### config.mk
export PLATFORM = sky130hd
export DESIGN_NAME = ft_dbg_reader
export DESIGN_NICKNAME = d
export VERILOG_FILES = /design/src/rtl/ft_pkg.sv /design/src/rtl/ft_snap_buf.sv /design/src/rtl/ft_dbg_reader.sv
export SDC_FILE = /design/constraint.sdc
export NUM_CORES = 2
export LEC_CHECK = 0
export BUFFER_PORTS_ARGS = -buffer_cell sky130_fd_sc_hd__buf_2
export CAP_MARGIN = 15
export CORE_UTILIZATION = 25
export DETAILED_ROUTE_END_ITERATION = 12
export PLACE_DENSITY = 0.48
export SETUP_SLACK_MARGIN = 0.5
export SLEW_MARGIN = 20
export SYNTH_ARGS = -nofsm -noshare
export SYNTH_HDL_FRONTEND = slang
export SYNTH_SLANG_ARGS = --single-unit
### constraint.sdc
create_clock -name clk_i -period 106.6 [get_ports clk_i]
set_clock_uncertainty 0.05 [all_clocks]
set_input_delay 10.66 -clock clk_i [delete_from_list [all_inputs] [get_ports clk_i]]
set_output_delay 10.66 -clock clk_i [all_outputs]
set_load 0.01 [all_outputs]
### src/rtl/ft_pkg.sv
// Shared types and debug-address defaults for the FT debug reader and restore writer.
package ft_pkg;

    typedef enum logic [2:0] {
        S_IDLE,
        S_HALT,
        S_ISSUE,
        S_WAIT_DATA,
        S_DONE
    } ft_state_e;

    typedef logic [4:0] snap_idx_t;

    localparam logic [14:0] DBG_GPR_BASE = 15'h0400;
    localparam logic [14:0] DBG_NPC_ADDR = 15'h2000;

    // Index 0 selects the next-PC phase rather than x0.
    function automatic logic [14:0] dbg_addr(input snap_idx_t idx,
                                             input logic [14:0] gpr_base,
                                             input logic [14:0] npc_addr);
        return (idx == 5'd0) ? npc_addr : gpr_base + {8'd0, idx, 2'b00};
    endfunction

endpackage

### src/rtl/ft_snap_buf.sv
// Snapshot register file: 32-bit entries for x1..x31, one write port, combinational read, x0 reads 0.
module ft_snap_buf
    import ft_pkg::*;
(
    input  logic        clk_i,
    input  logic        rst_i,
    input  logic        we_i,
    input  snap_idx_t   waddr_i,
    input  logic [31:0] wdata_i,
    input  snap_idx_t   raddr_i,
    output logic [31:0] rdata_o
);

    // Entry 0 is never written, so it reduces to a constant.
    logic [31:0][31:0] mem_q;

    always_ff @(posedge clk_i or posedge rst_i) begin
        if (rst_i) begin
            mem_q <= '0;
        end else if (we_i && (waddr_i != 5'd0)) begin
            mem_q[waddr_i] <= wdata_i;
        end
    end

    assign rdata_o = (raddr_i == 5'd0) ? 32'd0 : mem_q[raddr_i];

endmodule

### src/rtl/ft_dbg_reader.sv
// Debug-bus snapshot reader: halts the core, reads x1..x31 then the next PC into a buffer.
// Optional per-transaction watchdog enabled by defining FT_DBG_TIMEOUT_EN.
module ft_dbg_reader #(
    parameter logic [14:0] DBG_GPR_BASE  = ft_pkg::DBG_GPR_BASE,
    parameter logic [14:0] DBG_NPC_ADDR  = ft_pkg::DBG_NPC_ADDR,
    parameter bit          RESUME_AT_END = 1'b1
`ifdef FT_DBG_TIMEOUT_EN
    , parameter int        TIMEOUT_CYCLES = 64
`endif
) (
    input  logic        clk_i,
    input  logic        rst_i,
    input  logic        start_i,
    output logic        busy_o,
    output logic        done_o,
    output logic        halt_o,
    output logic        resume_o,
    input  logic        halted_i,
    output logic        debug_req_o,
    input  logic        debug_gnt_i,
    input  logic        debug_rvalid_i,
    output logic [14:0] debug_addr_o,
    output logic        debug_we_o,
    input  logic [31:0] debug_rdata_i,
    input  logic [4:0]  rd_idx_i,
    output logic [31:0] rd_data_o,
    output logic [31:0] spc_o
`ifdef FT_DBG_TIMEOUT_EN
    , output logic      timeout_o
`endif
);
    import ft_pkg::*;

    ft_state_e   state_q, state_d;
    snap_idx_t   idx_q, idx_d;
    logic [31:0] spc_q, spc_d;
    logic        wr_en;
    logic        active;

    assign active     = (state_q == S_HALT) || (state_q == S_ISSUE) || (state_q == S_WAIT_DATA);
    assign busy_o     = active;
    assign debug_we_o = 1'b0;
    assign spc_o      = spc_q;

`ifdef FT_DBG_TIMEOUT_EN
    localparam int CW = $clog2(TIMEOUT_CYCLES + 1);
    logic [CW-1:0] cnt_q;
    logic          tmo_q, tmo_d, tmo_hit;

    assign tmo_hit   = active && (cnt_q == CW'(TIMEOUT_CYCLES - 1));
    assign timeout_o = tmo_q;

    // Counts cycles spent in the current state; any transition restarts it.
    always_ff @(posedge clk_i or posedge rst_i) begin
        if (rst_i) begin
            cnt_q <= '0;
            tmo_q <= 1'b0;
        end else begin
            cnt_q <= (!active || state_d != state_q) ? '0 : cnt_q + 1'b1;
            tmo_q <= tmo_d;
        end
    end
`endif

    always_ff @(posedge clk_i or posedge rst_i) begin
        if (rst_i) begin
            state_q <= S_IDLE;
            idx_q   <= 5'd1;
            spc_q   <= '0;
        end else begin
            state_q <= state_d;
            idx_q   <= idx_d;
            spc_q   <= spc_d;
        end
    end

    always_comb begin
        state_d      = state_q;
        idx_d        = idx_q;
        spc_d        = spc_q;
        wr_en        = 1'b0;
        halt_o       = 1'b0;
        debug_req_o  = 1'b0;
        debug_addr_o = '0;
        done_o       = 1'b0;
        resume_o     = 1'b0;
`ifdef FT_DBG_TIMEOUT_EN
        tmo_d        = tmo_q;
`endif
        unique case (state_q)
            S_IDLE: begin
                if (start_i) begin
                    state_d = S_HALT;
                    idx_d   = 5'd1;
`ifdef FT_DBG_TIMEOUT_EN
                    tmo_d   = 1'b0;
`endif
                end
            end
            S_HALT: begin
                halt_o = 1'b1;
                if (halted_i) state_d = S_ISSUE;
            end
            S_ISSUE: begin
                halt_o       = 1'b1;
                debug_req_o  = 1'b1;
                debug_addr_o = dbg_addr(idx_q, DBG_GPR_BASE, DBG_NPC_ADDR);
                if (debug_gnt_i) state_d = S_WAIT_DATA;
            end
            S_WAIT_DATA: begin
                halt_o = 1'b1;
                if (debug_rvalid_i) begin
                    if (idx_q == 5'd0) begin
                        spc_d   = debug_rdata_i;
                        state_d = S_DONE;
                    end else begin
                        wr_en   = 1'b1;
                        idx_d   = (idx_q == 5'd31) ? 5'd0 : idx_q + 5'd1;
                        state_d = S_ISSUE;
                    end
                end
            end
            S_DONE: begin
                done_o   = 1'b1;
                resume_o = RESUME_AT_END;
                state_d  = S_IDLE;
            end
            default: state_d = S_IDLE;
        endcase
`ifdef FT_DBG_TIMEOUT_EN
        // Watchdog overrides any same-cycle progress so partial contents stay as they were.
        if (tmo_hit) begin
            state_d = S_DONE;
            idx_d   = idx_q;
            spc_d   = spc_q;
            wr_en   = 1'b0;
            tmo_d   = 1'b1;
        end
`endif
    end

    ft_snap_buf u_buf (
        .clk_i   (clk_i),
        .rst_i   (rst_i),
        .we_i    (wr_en),
        .waddr_i (idx_q),
        .wdata_i (debug_rdata_i),
        .raddr_i (rd_idx_i),
        .rdata_o (rd_data_o)
    );

endmodule

== After elaboration in Yosys (flattened, before gate mapping) ==
Index checks and enable logic that the tools add are counted.
Word-level totals
  register bits after elaboration: 1064
Operators by class
  add/subtract/negate cells: 2
  $lt $le $gt $ge: 3
  eq/ne operators: 10
  mux-type cells: 25
  reductions and logical operators: 13
Operator list (number)
  $bwmux W1024: 1
  $bmux W32 S5: 1
  $demux W32 S5: 1
  $mux W32: 3
  $mux W14: 2
  $mux W5: 4
  $mux W3: 5
  $add A11 B7 Y12 const A: 1
  $lt A5 B6 Y1 const B: 2
  $pmux W3 S4: 1
  $logic_not A5 Y1: 2
  $ne A2 B2 Y1 const B: 5
  $pmux W5 S2: 1
  $reduce_and A4 Y1: 2
  $eq A3 B2 Y1 const B: 2
  $mux W1: 6
  $add A5 B1 Y5 const B: 1
  $eq A5 B5 Y1 const B: 1
  $ge A5 B1 Y1 const B: 1
  $reduce_bool A5 Y1: 1
  $eq A3 B1 Y1 const B: 1
  $eq A3 B3 Y1 const B: 1
  $logic_not A3 Y1: 1
  $reduce_and A3 Y1: 1
  4 further kinds: 6

== Longest topological paths before layout ==
  depth after elaboration: 5
  depth in mapped cells: 8
  depth with buffers taken out: 7

== By module ==
From an unflattened synthesis, not the netlist that was laid out.
Second synthesis, totals
  cell total of the unflattened synthesis: 3098
  area total of the unflattened synthesis: 48403.9 µm²
By module, submodules not included
  ft_snap_buf: instances 1, cells an instance 2950, area an instance 46412.0 µm²
  ft_dbg_reader: instances 1, cells an instance 148, area an instance 1991.9 µm²

== Worst setup path before layout ==
OpenSTA, ideal clock, no wires.
  path type: input to output
  from: input port rd_idx_i[1]
  to: output port rd_data_o[14]
  arrival: 12097 ps
  data required time: 95890 ps
  slack: 83793 ps
  stages: 7
  buffers on the path: 3
  cell sequence: buf_4 -> buf_6 -> nor2b_1 -> clkbuf_1 -> a221oi_1 -> o21ai_0 -> a311oi_1
On the way
  word-level cells in the longest chain between the ends: 3
  elaborated cells on any way between the ends: 4
  classes of those cells: mux (3); reduce/logical (1)
RTL lines
  start: declaration: line ft_dbg_reader.sv:25  | input logic [4:0] rd_idx_i,
  $bmux W32 S5: line ft_snap_buf.sv:25  | assign rdata_o = (raddr_i == 5'd0) ? 32'd0 : mem_q[raddr_i];
  $mux W32 (not written as such): line ft_snap_buf.sv:25
  $mux W32 (*): line ft_snap_buf.sv:25
  end: declaration: line ft_dbg_reader.sv:26  | output logic [31:0] rd_data_o,
Every way passes the cells marked *; elsewhere a longest branch is shown, timed or not. The select of a mux whose other input is x is not followed.

== Worst setup path in the final report ==
  from: input port rd_idx_i[0]
  to: output port rd_data_o[13]
The elaborated chain is that of the path after synthesis.

==> flow_metrics.tcl <==
set metrics [dict create \
    hold_path_end "u_buf.mem_q[8]" \
    hold_buffers 0 \
    cp_max_fo 38 \
    first_iter_violations 1585 \
    slew_headroom_pct 26.4 \
    port_buffers 118 \
    path_delay_family "buffers and inverters" \
    max_cap_viol_count 0 \
    synthDominantCellAreaShare_pct 55.0 \
    grt_pass1_vias 28700 \
    post-route-period-util_pct 23.6 \
    setup_viol 0 \
    routed.top_layer "met4" \
    regToRegSetupSlack_ns 103.39 \
    path_class "in2out" \
    cp_common_cell "buf_4" \
    placed_cell_area_mm2 0.0509 \
    synth_area_leaders "dfrtp_1 55%, mux2_2 20%, mux4_2 10%" \
    async_flop_share_pct 100 \
    ir_drop_mv 0.0149 \
    hold_viol_final 0 \
    numClockSinks 1064 \
    min_from "u_buf.mem_q[8]" \
    nets 3105 \
    crit_start "rd_idx_i[0]" \
    yosysTopAreaCell "dfrtp_1" \
    cp_num_buf_inv 4 \
    worstSetupEndpointType "output port" \
    syn_area_mm2 0.0483 \
    dr.pass1.iters 4 \
    seq_area_frac_synth_pct 55.1 \
    drc 0 \
    cts_resized 0 \
    layout_common_cells "1063 x dfrtp_1, 847 x mux2_2, 225 x mux4_2, 209 x mux2_1, 118 x clkbuf_16" \
    wl_um 143000 \
    die_x_um 442 \
    grt_max_degree 165 \
    root_buffer "clkbuf_16" \
    grt_remaining_overflow 0 \
    wl_per_cell_um 25.2 \
    cts.clk_slew.worst_paths_ns 0.06 \
    cts_tree "built" \
    grt_pass1_wl_um 211000 \
    clock_power_share_pct 38.2 \
    post_cts_buffers 0 \
    switching_share_pct 26.0 \
    gp_congestion 0.721 \
    p_switching_uw 294 \
    synth_seq_cells 1064 \
    cp_cell_sequence "buf_6, buf_4, or4_2, buf_4, o21ai_0, a311oi_1, buf_2" \
    m1WireLength_um 61900 \
    final_common_cell "dfrtp_1" \
    seqPwrFrac_pct 45.9 \
    reg2regPathDepth 5 \
    syn-instance-count 3098 \
    max_slew.worst_pin.slew_ns 1.10 \
    vias 26800 \
    ys.flop_type "dfrtp_1" \
    layout-drive-gt1-share_pct 47.5 \
    run_status "finished, final reports clean" \
    synth_edf_count 0 \
    p_leak_nw 26.3 \
    fillers 19400 \
    clock_latency_ns 0.74 \
    dpl.hpwl_um 78400 \
    drtAntennaViolNets 0 \
    cts_buffer_depth 3 \
    period_minus_slack_ns 25.11 \
    row_count 161 \
    p_int_uw 836 \
    timing.hold.ws_ns 0.323 \
    grt_usage_pct 14.7 \
    cp.arrival_ns 14.40 \
    met2WireLength_um 72800 \
    antenna_found_initial 7 \
    max_freq_ghz 0.0398 \
    cp.required_ns 95.89 \
    rr_endpoint "u_buf.mem_q[857]" \
    fin_ws_ns 81.49 \
    crit_slowest_cell "a311oi_1" \
    stdcell_area_mm2 0.0550 \
    viasPerCell 4.72 \
    place_ws_ns 81.32 \
    hp-class "reg2reg" \
    cts_buffers 117 \
    regToRegStartpoint "state_q[2]" \
    dieArea_mm2 0.195 \
    syn_avg_cell_area_um2 15.6 \
    yosysWarnings 0 \
    coreArea_mm2 0.192 \
    drv_slew 0 \
    area_growth_pct 13.8 \
    cts.htree.levels 3 \
    pwr-share-comb_pct 15.9 \
    holdPathStages 0 \
    initial_utilization_pct 25.1 \
    yosysUniqueCellTypes 47 \
    wl_met3_um 4420 \
    power.density_mw_per_mm2 20.5 \
    worst_path_largest_cell_delay_ns 0.86 \
    final_cells 5683 \
    io_pins 128 \
    fp.dieH_um 442 \
    tns_ns 0 \
    rsz0062_at_grt "no" \
    placed_cells 5464 \
    startpoint_type "input pin" \
]
-- sequential cells by signal, indices dropped and copies added (netlist names) --
signal,count
u_buf.mem_q,1024
state_q,3
spc_o,32
idx_q,5
-- cells by family (layout without fill, tap and decap cells) --
| kind of cell | Yosys count | count (layout) | synth area share (%) |
|---|---|---|---|
| buffers and inverters | 355 | 402 | 3.83 |
| multiplexers | 1345 | 1345 | 36.4 |
| AND/OR/NAND/NOR | 133 | 133 | 1.64 |
| flip-flops | 1064 | 1064 | 55.1 |
| AO/OA/AOI/OAI | 195 | 195 | 2.88 |
| adder cells (fa/ha/maj) | 5 | 5 | 0.129 |
| other | 1 | 13 | 0.00776 |
-- worst register-to-register path, stage by stage, from the launching register on --
cell,delay [ns]
dfrtp_1,0.51
and4b_1,0.47
and2_0,0.54
nand2_2,0.65
buf_4,0.52
mux2_2,0.33
-- final cells by class --
cell class / count / area, um2 / area share, %
sequential: 1064 / 26600 / 48.4
multi-input combinational: 1687 / 20000 / 36.3
clock buffer: 172 / 3480 / 6.32
tap: 2526 / 3160 / 5.74
timing repair buffer: 180 / 1110 / 2.02
clock inverter: 43 / 644 / 1.17
inverter: 7 / 35.0 / 0.0637
antenna: 4 / 10.0 / 0.0182
-- cell usage after synthesis (all sizes together) (2+ instances only) --
cell type	count
dfrtp	1063
mux2	1056
mux4	225
clkbuf	177
buf	171
mux2i	64
o21ai	62
nand2	52
nor2b	35
a211oi	32
a22oi	32
a311oi	32
a221oi	24
and2	12
nor2	9
o2111ai	8
inv	7
ha	5
nand3	4
nor3b	4
and3	2
and3b	2
and4b	2
nor3	2
or2	2
-- per-stage QoR --
| stage | power (mW) | utilization (%) |
|---|---|---|
| after floorplan | 0.654 | - |
| after global placement | 0.705 | 26.5 |
| after detailed placement | 0.709 | 26.5 |
| after CTS | 1.15 | 28.6 |
| after global routing | 1.18 | 28.6 |
| final | 1.13 | 28.6 |
-- power by group through the flow --
stage	combinational, mW	clock (mW)	sequential [mW]
6_report	0.180	0.432	0.518
5_1_grt	0.196	0.461	0.528
4_1_cts	0.184	0.446	0.518
3_5_place_dp	0.184	0	0.525
3_3_place_gp	0.181	0	0.524
2_1_floorplan	0.139	0	0.515
-- how the worst max path moves through the flow --
stage / to / slack (ns) / cells past startpoint
2_1_floorplan: idx_q[1] / 65.94 / 1
3_3_place_gp: rd_data_o[30] / 81.28 / 8
3_5_place_dp: rd_data_o[20] / 81.32 / 7
4_1_cts: rd_data_o[20] / 81.32 / 7
5_1_grt: rd_data_o[20] / 81.28 / 7
6_report: rd_data_o[13] / 81.49 / 7
-- layer usage --
layer,track usage (%),up-vias
li1,-,11400
met5,0,-
met2,25.5,452
met1,18.7,14700
met3,1.91,194
met4,4.87,0
Power figures use the tool's default switching activity.
